File: config.mk
export PLATFORM = sky130hd
export DESIGN_NAME = paint_cursor_ctrl
export DESIGN_NICKNAME = d
export VERILOG_FILES = /design/src/rtl/paint_cursor_ctrl.sv
export SDC_FILE = /design/constraint.sdc
export NUM_CORES = 1
export LEC_CHECK = 0
export ABC_CLOCK_PERIOD_IN_PS = 2000
export BUFFER_PORTS_ARGS = -buffer_cell sky130_fd_sc_hd__clkbuf_2
export CAP_MARGIN = 20
export CORE_MARGIN = 2
export CORE_UTILIZATION = 37
export CTS_CLUSTER_DIAMETER = 150
export DETAILED_ROUTE_END_ITERATION = 12
export GPL_TIMING_DRIVEN = 1
export PLACE_DENSITY_LB_ADDON = 0.08
export SLEW_MARGIN = 20
export SYNTH_ARGS = -nofsm -noshare
export SYNTH_HDL_FRONTEND = slang
export SYNTH_SLANG_ARGS = --single-unit
File: constraint.sdc
create_clock -name CLOCK_50 -period 2 [get_ports CLOCK_50]
set_input_delay 0.1 -clock CLOCK_50 [delete_from_list [all_inputs] [get_ports CLOCK_50]]
set_output_delay 0.1 -clock CLOCK_50 [all_outputs]
set_load 0.01 [all_outputs]
File: src/rtl/paint_cursor_ctrl.sv
// Paint cursor controller: tick-paced cursor movement and colour edit.
// Ports: CLOCK_50, reset (sync, active-low), up_n/down_n/left_n/right_n
// (active-low buttons), col_sw[7:0] colour commands, paint_en request;
// cursor_x/cursor_y top-left corner, red/green/blue paint colour,
// tick update pulse, write_enable registered paint strobe.
module paint_cursor_ctrl #(
   parameter int W_RES   = 640,
   parameter int H_RES   = 480,
   parameter int SIZE    = 8,
   parameter int STEP    = 4,
   parameter int DIVISOR = 2000000,
   parameter int CW      = 8,
   parameter int CSTEP   = 16,
   parameter int XW      = 11
) (
   input  logic          CLOCK_50,
   input  logic          reset,
   input  logic          up_n,
   input  logic          down_n,
   input  logic          left_n,
   input  logic          right_n,
   input  logic [7:0]    col_sw,
   input  logic          paint_en,
   output logic [XW-1:0] cursor_x,
   output logic [XW-1:0] cursor_y,
   output logic [CW-1:0] red,
   output logic [CW-1:0] green,
   output logic [CW-1:0] blue,
   output logic          tick,
   output logic          write_enable
);

   localparam int TW = (DIVISOR > 1) ? $clog2(DIVISOR) : 1;
   localparam logic [TW-1:0] CNT_MAX = TW'(DIVISOR - 1);

   localparam logic [XW-1:0] X_MAX = XW'(W_RES - SIZE);
   localparam logic [XW-1:0] Y_MAX = XW'(H_RES - SIZE);
   localparam logic [XW-1:0] X_INI = XW'((W_RES - SIZE) / 2);
   localparam logic [XW-1:0] Y_INI = XW'((H_RES - SIZE) / 2);
   localparam logic [XW-1:0] STP   = XW'(STEP);

   localparam logic [CW-1:0] CMAX = '1;
   localparam logic [CW-1:0] CST  = CW'(CSTEP);

   logic [TW-1:0] cnt;
   logic [7:0]    samp;
   // Switches seen high during reset stay blocked until observed low.
   logic [7:0]    blk;
   logic [7:0]    rise;

   logic [XW-1:0] nx, ny;
   logic [CW-1:0] nr, ng, nb;

   function automatic logic [XW-1:0] dec_pos(input logic [XW-1:0] p);
      return (p < STP) ? '0 : p - STP;
   endfunction

   // Compare against lim-STP so p+STP can never overflow XW bits.
   function automatic logic [XW-1:0] inc_pos(input logic [XW-1:0] p,
                                             input logic [XW-1:0] lim);
      return (p > lim - STP) ? lim : p + STP;
   endfunction

   function automatic logic [CW-1:0] add_sat(input logic [CW-1:0] c);
      return (c > CMAX - CST) ? CMAX : c + CST;
   endfunction

   function automatic logic [CW-1:0] sub_sat(input logic [CW-1:0] c);
      return (c < CST) ? '0 : c - CST;
   endfunction

   assign tick = reset && (cnt == CNT_MAX);
   assign rise = col_sw & ~samp & ~blk;

   always_comb begin
      nx = cursor_x;
      ny = cursor_y;
      if (!up_n)
         ny = dec_pos(cursor_y);
      else if (!down_n)
         ny = inc_pos(cursor_y, Y_MAX);
      if (!left_n)
         nx = dec_pos(cursor_x);
      else if (!right_n)
         nx = inc_pos(cursor_x, X_MAX);
   end

   always_comb begin
      nr = red;
      ng = green;
      nb = blue;
      priority case (1'b1)
         rise[7]: nr = add_sat(red);
         rise[6]: nr = sub_sat(red);
         rise[5]: ng = add_sat(green);
         rise[4]: ng = sub_sat(green);
         rise[3]: nb = add_sat(blue);
         rise[2]: nb = sub_sat(blue);
         rise[1]: begin
            nr = CMAX;
            ng = CMAX;
            nb = CMAX;
         end
         rise[0]: begin
            nr = '0;
            ng = '0;
            nb = '0;
         end
         default: ;
      endcase
   end

   always_ff @(posedge CLOCK_50) begin
      if (!reset) begin
         cnt          <= '0;
         write_enable <= 1'b0;
         samp         <= '0;
         blk          <= col_sw;
         cursor_x     <= X_INI;
         cursor_y     <= Y_INI;
         red          <= '0;
         green        <= '0;
         blue         <= '0;
      end else begin
         cnt          <= tick ? '0 : cnt + TW'(1);
         write_enable <= paint_en;
         if (tick) begin
            samp     <= col_sw;
            blk      <= blk & col_sw;
            cursor_x <= nx;
            cursor_y <= ny;
            red      <= nr;
            green    <= ng;
            blue     <= nb;
         end
      end
   end

endmodule

==> results_dict.tcl, run 1 <==
set metrics [dict create \
    slew_headroom_pct 62.5 \
    area_growth_pct 29.4 \
    synth_top_area_share_pct 27.1 \
    holdWs_ps 8.63 \
    setup_viol 2 \
    tightest_slew_ps 558 \
    routabilityCongestion 0.921 \
    grt_first_pass_wirelength_um 21700 \
    synth_area_um2 4650 \
    holdPathEnd "samp[4]$_SDFFE_PN0P_" \
    grt_antenna_before_repair 0 \
    dpl_worst_slack_ps -4.65 \
    holdPathStages 3 \
    grt_remaining_overflow 0 \
    start_util_pct 38.2 \
    cts_buffers 9 \
    path_class "reg -> out" \
    start_kind "flip-flop" \
    seq_area_frac_synth_pct 32.3 \
    max-cap-violations 0 \
    period_share_pct 102 \
    row_count 40 \
    drc_errors 0 \
    min_from "col_sw[4]" \
    leakagePower_nw 2.37 \
    final_area_um2 6020 \
    ys_ff_latch 71 \
    timing.final.ws_setup_ps -37.3 \
    critPathArrivalTime_ps 1940 \
    fp.dieH_um 116 \
    core_um2 12200 \
    clk_pin_slew_ps 60 \
    dr.pass1.iters 4 \
    timing.rr.end "cursor_x[5]$_SDFFE_PN1P_" \
    synthTopCellsByArea "dfxtp_1, edfxtp_1, nor2_1, nand2_1, ha_1" \
    grt_usage_pct 20.3 \
    synthArstFlopShare_pct 0 \
    htree_levels 3 \
    synth.largest_area_cell "dfxtp_1" \
    die_w_um 116 \
    clkSinkCount 71 \
    first_global_vias 4329 \
    routed-via-count 4650 \
    rsz0062_at_grt "true" \
    synth-main-ff-cell "dfxtp_1" \
    synth_edf_count 8 \
    final_util_pct 49.5 \
    hpwl_um 9780 \
    hold_class "in -> reg" \
    n_antenna_cell 0 \
    finalNetCount 714 \
    cts.path.max_buffers 2 \
    drtIter0Drc 363 \
    root_buffer "clkbuf_16" \
    ir_drop_mv 0.281 \
    rr_startpoint "cnt[9]$_SDFF_PP0_" \
    max_clock_freq_mhz 491 \
    p_per_area_nw_per_um2 561 \
    slew_viol_final 0 \
    synthCells 569 \
    synth-warning-count 0 \
    layout_min_cycle_time_ps 2040 \
    finalHoldViolations 0 \
    clock_latency_ps 350 \
    detail_route.wirelength_um 13200 \
    violations "setup timing" \
    postRouteAntennaNets 0 \
    fin_skew_ps 9.73 \
    reg2reg_slack_ps -10 \
    placed_area_um2 5500 \
    viasPerCell 5.43 \
    synth.avg_cell_area_um2 8.17 \
    cp-end-kind "primary output" \
    cp.required_ps 1900 \
    cts_tree "built" \
    portBuffers 58 \
    dieArea_um2 13500 \
    grt_max_degree 32 \
    io_pins 63 \
    worstPathMaxFanout 3 \
    rr_worst_depth 7 \
    drive_gt1_share_pct 31.1 \
    wl_per_cell_um 15.4 \
    outcome "finished, violations left" \
    synth_cell_type_count 80 \
]
per-stage QoR:
| step | std cells | power (mW) | TNS, ps |
|---|---|---|---|
| 6_report | 856 | 3.38 | -42.8 |
| 5_1_grt | 856 | 3.51 | -719 |
| 4_1_cts | 857 | 3.39 | -145 |
| 3_5_place_dp | 834 | 1.76 | -4.65 |
| 3_3_place_gp | 834 | 1.76 | 0 |
| 2_1_floorplan | 572 | 1.66 | 0 |
layout by cell type, fill, tap and decap left out, types with 6 or more instances in the layout:
cell,instances
clkbuf_2,57
o21ai_0,22
nor3b_1,10
inv_1,22
edfxtp_1,8
or3b_2,7
ha_1,14
a211oi_2,6
and2_1,7
xnor2_1,15
dfxtp_1,59
nor2_1,57
o21a_1,10
nand2_1,54
clkbuf_16,9
a31oi_1,6
buf_4,74
a211oi_1,7
xor2_1,7
nand3_1,25
nand4_1,16
a21oi_1,27
nor3_1,25
worst max path at each step:
stage                         from             endpoint  slack, ps  depth (start not counted)
2_1_floorplan    cnt[9]$_SDFF_PP0_     blk[0]$_DFFE_PP_         40                          6
3_3_place_gp   red[4]$_SDFFE_PN0P_  red[7]$_SDFFE_PN0P_         20                          7
3_5_place_dp    cnt[12]$_SDFF_PP0_  red[7]$_SDFFE_PN0P_         -5                          6
4_1_cts          cnt[7]$_SDFF_PP0_                 tick        -70                          6
5_1_grt          cnt[9]$_SDFF_PP0_                 tick       -130                          6
6_report         cnt[9]$_SDFF_PP0_                 tick        -40                          6
synthesized netlist by cell type (9+ instances only):
library cell  count
dfxtp_1          63
nor2_1           58
nand2_1          55
a21oi_1          31
nor3_1           28
nand3_1          26
inv_1            22
o21ai_0          22
clkbuf_1         18
ha_1             16
nand4_1          16
xnor2_1          15
buf_4            13
nor3b_1          11
o21a_1           10
a211oi_1          9
and2_1            9
logic make-up (layout without fill, tap and decap cells):
group,after synthesis,in the layout,share of synthesized area [%]
AOI/OAI and AO/OA,141,141,22.5
xor gates and xnor gates,22,22,4.15
adders and majority gates,16,16,4.31
buffers and inverters,60,176,6.46
DFF,71,71,32.3
muxes,3,3,0.673
other,1,4,0.0807
and+or+nand+nor,255,255,29.5
power breakdown:
group / internal [mW] / switching, mW / total (mW)
Sequential: 1.46 / 0.0127 / 1.47
Clock: 0.965 / 0.660 / 1.63
Combinational: 0.107 / 0.172 / 0.279
Total: 2.53 / 0.845 / 3.38
area by class of cell:
| cell class | count | area, um2 |
|---|---|---|
| Fill cell | 1202 | 6140 |
| Clock inverter | 7 | 71.3 |
| Tap cell | 168 | 210 |
| Timing Repair Buffer | 137 | 910 |
| Inverter | 23 | 91.3 |
| Clock buffer | 9 | 225 |
| Multi-Input combinational cell | 441 | 3000 |
| Sequential cell | 71 | 1510 |
metal layers:
layer	vias to the layer above	routed length [um]	global-route usage, %
li1	2318	-	-
met1	2208	6530	27.5
met2	105	5980	32.8
met3	19	466	2.82
met4	0	236	8.02
met5	-	0	0
worst max-delay path, stage by stage (launching register included):
cell	delay, ps
dfxtp_2	320
or4b_4	540
nor4_4	280
nand3_2	170
clkinv_4	90
buf_6	100
buf_8	90
timing repair:
action | in CTS | in global routing
setup buffers | 5 | 1
resized for setup | 11 | 33
cloned | 0 | 1
pin swaps | 5 | 20
setup endpoints to repair | 9 | 27
endpoints found under the hold margin | 2 | 0
hold buffers | 2 | 0
state kept, by name, summed over array words and instances, names as in the netlist:
register,cells
cnt,21
write_enable,1
red,5
blk,8
cursor_x,9
samp,8
blue,5
green,5
cursor_y,9
No activity file was read; power rests on OpenSTA's default activity.
==> inputs of run 2 (changes only) <==
--- a/config.mk
+++ b/config.mk
@@ -10,5 +10,5 @@
 export CAP_MARGIN = 20
 export CORE_MARGIN = 2
-export CORE_UTILIZATION = 37
+export CORE_UTILIZATION = 53
 export CTS_CLUSTER_DIAMETER = 150
 export DETAILED_ROUTE_END_ITERATION = 12
==> constraint.sdc (replaced) <==
create_clock -name CLOCK_50 -period 2 [get_ports CLOCK_50]
set_input_delay 0.1 -clock CLOCK_50 [delete_from_list [all_inputs] [get_ports CLOCK_50]]
set_output_delay 0.1 -clock CLOCK_50 [all_outputs]
set_load 0.02 [all_outputs]
==> results_dict.tcl, run 2 (synthesis results as in run 1) <==
set metrics [dict create \
    cp.buffers_inverters 3 \
    drive_gt1_share_pct 29.7 \
    combPwrFrac_pct 9.0 \
    largestRegisters "cnt x21, cursor_x x9, cursor_y x9" \
    root_buffer "clkbuf_8" \
    top_register "cnt" \
    routed-via-count 4751 \
    cts_tree "built" \
    layout_min_cycle_time_ps 2060 \
    die_w_um 97.7 \
    tightest_slew_ps 614 \
    largest_register_ffs 21 \
    slew_headroom_pct 58.7 \
    finalNetCount 717 \
    reg2reg_slack_ps -20 \
    final_area_um2 5890 \
    cts_buffers 9 \
    cp-end-kind "primary output" \
    cp.required_ps 1900 \
    grt_first_pass_wirelength_um 20800 \
    dr.pass1.iters 5 \
    dieArea_um2 9540 \
    path_class "reg -> out" \
    final_common_cell "buf_4" \
    start_kind "flip-flop" \
    wl_per_cell_um 15.8 \
    detail_route.wirelength_um 12600 \
    grt_antenna_before_repair 0 \
    clk_pin_slew_ps 90 \
    hold_class "in -> reg" \
    portBuffers 58 \
    dp.cells 767 \
    fin_skew_ps 12.3 \
    critPathArrivalTime_ps 1960 \
    n_antenna_cell 0 \
    path_cells "or4_4 -> nor4_4 -> nand3_2 -> clkinv_4 -> buf_6 -> buf_8" \
    period_share_pct 103 \
    postRouteAntennaNets 0 \
    rr_startpoint "cnt[11]$_SDFF_PP0_" \
    core_um2 8590 \
    power_frac_seq_pct 48.3 \
    min_from "col_sw[1]" \
    drc_errors 0 \
    leakagePower_nw 2.35 \
    swShare_pct 25.3 \
    outcome "finished, violations left" \
    max_clock_freq_mhz 486 \
    p_sw_uw 771 \
    setup_viol 5 \
    first_global_vias 4465 \
    routabilityCongestion 0.967 \
    p_clk_share_pct 42.7 \
    critPathTopFamily "simple AND/OR/NAND/NOR gates" \
    worstPathMaxFanout 3 \
    grt_usage_pct 26.0 \
    ir_drop_mv 0.427 \
    clock_latency_ps 350 \
    grt_max_degree 32 \
    final_cell_mix "buf_4, dfxtp_1, clkbuf_2, nor2_1, nand2_1" \
    cts.path.max_buffers 2 \
    slowest_delay_ps 530 \
    p_per_area_nw_per_um2 516 \
    hpwl_um 9120 \
    dpl_worst_slack_ps 26.4 \
    finalHoldViolations 0 \
    start_util_pct 54.1 \
    cp-startpoint "cnt[11]$_SDFF_PP0_" \
    power.internal_mw 2.27 \
    row_count 34 \
    fp.dieH_um 97.7 \
    viasPerCell 5.95 \
    max-cap-violations 0 \
    placed_area_um2 5390 \
    fin_cells 799 \
    grt_remaining_overflow 0 \
    timing.final.ws_setup_ps -59.5 \
    worst_path_max_delay_cell "or4_4" \
    clkSinkCount 71 \
    violations "setup timing" \
    io_pins 63 \
    drtIter0Drc 260 \
    slew_viol_final 0 \
    rsz0062_at_grt "true" \
    htree_levels 3 \
    area_growth_pct 26.7 \
]
==> run 2: cell types whose count changed in the layout (fill, tap and decap cells not counted), sizes merged <==
| cell | change |
|---|---|
| clkinvlp | -2 |
| dlygate4sd3 | +2 |
| inv | +2 |
| bufinv | +1 |
| clkbuf | +1 |
| clkinv | -1 |
==> run 2: area by class of cell <==
cell class / instances / area [um2]
inverters: 23 / 91.3
clock buffers: 9 / 124
well taps: 108 / 135
multi-input cells: 441 / 2960
clock inverters: 7 / 93.8
repair buffers: 140 / 975
flip-flops and latches: 71 / 1510
fillers: 728 / 2700
==> run 2: path summary, 6_finish.rpt <==
check,to,cells after the start
worst max register to register,cursor_y[3]$_SDFFE_PN1P_,7
worst max-delay path,tick,6
worst min register to register,cnt[0]$_SDFF_PP0_,1
worst min-delay path,samp[1]$_SDFFE_PN0P_,3
==> run 2: routing by layer <==
layer  vias to the layer above  GRT usage, %  share of wire [%]
met5                         -             0                  0
met4                         0          7.91                1.6
met3                        20          3.81                5.3
met2                       151          43.2                 48
met1                      2256          35.1                 45
li1                       2324             -                  -
==> run 2: metrics by stage <==
| step | hold WS, ps | setup TNS (ps) | utilization, % | power [mW] |
|---|---|---|---|---|
| floorplan | 227 | 0 | - | 1.66 |
| global placement | 312 | 0 | 62.7 | 1.75 |
| detailed placement | 311 | 0 | 62.7 | 1.76 |
| CTS | 2.33 | -191 | 66.7 | 3.04 |
| global route | 24.2 | -762 | 68.5 | 3.15 |
| finish | 14.2 | -109 | 68.5 | 3.04 |
==> run 2: tightest hold or removal path, cell delays in order <==
cell and delay, ps:
clkbuf_2 110, nand2_1 60, a21oi_1 60
==> run 2: power groups by stage <==
stage               logic (mW)  registers (mW)  clock network, mW
global placement         0.250            1.50                  0
CTS                      0.262            1.47               1.31
finish                   0.273            1.47               1.30
global route             0.300            1.47               1.38
detailed placement       0.253            1.50                  0
floorplan                0.159            1.50                  0
==> run 2: what timing repair did <==
action / 4_1_cts / 5_1_grt
hold buffers: 4 / 0
pin swaps: 4 / 13
setup buffers: 5 / 7
gates cloned: 0 / 2
hold endpoints to repair: 4 / 0
resized for setup: 13 / 25
endpoints found under the setup margin: 2 / 29
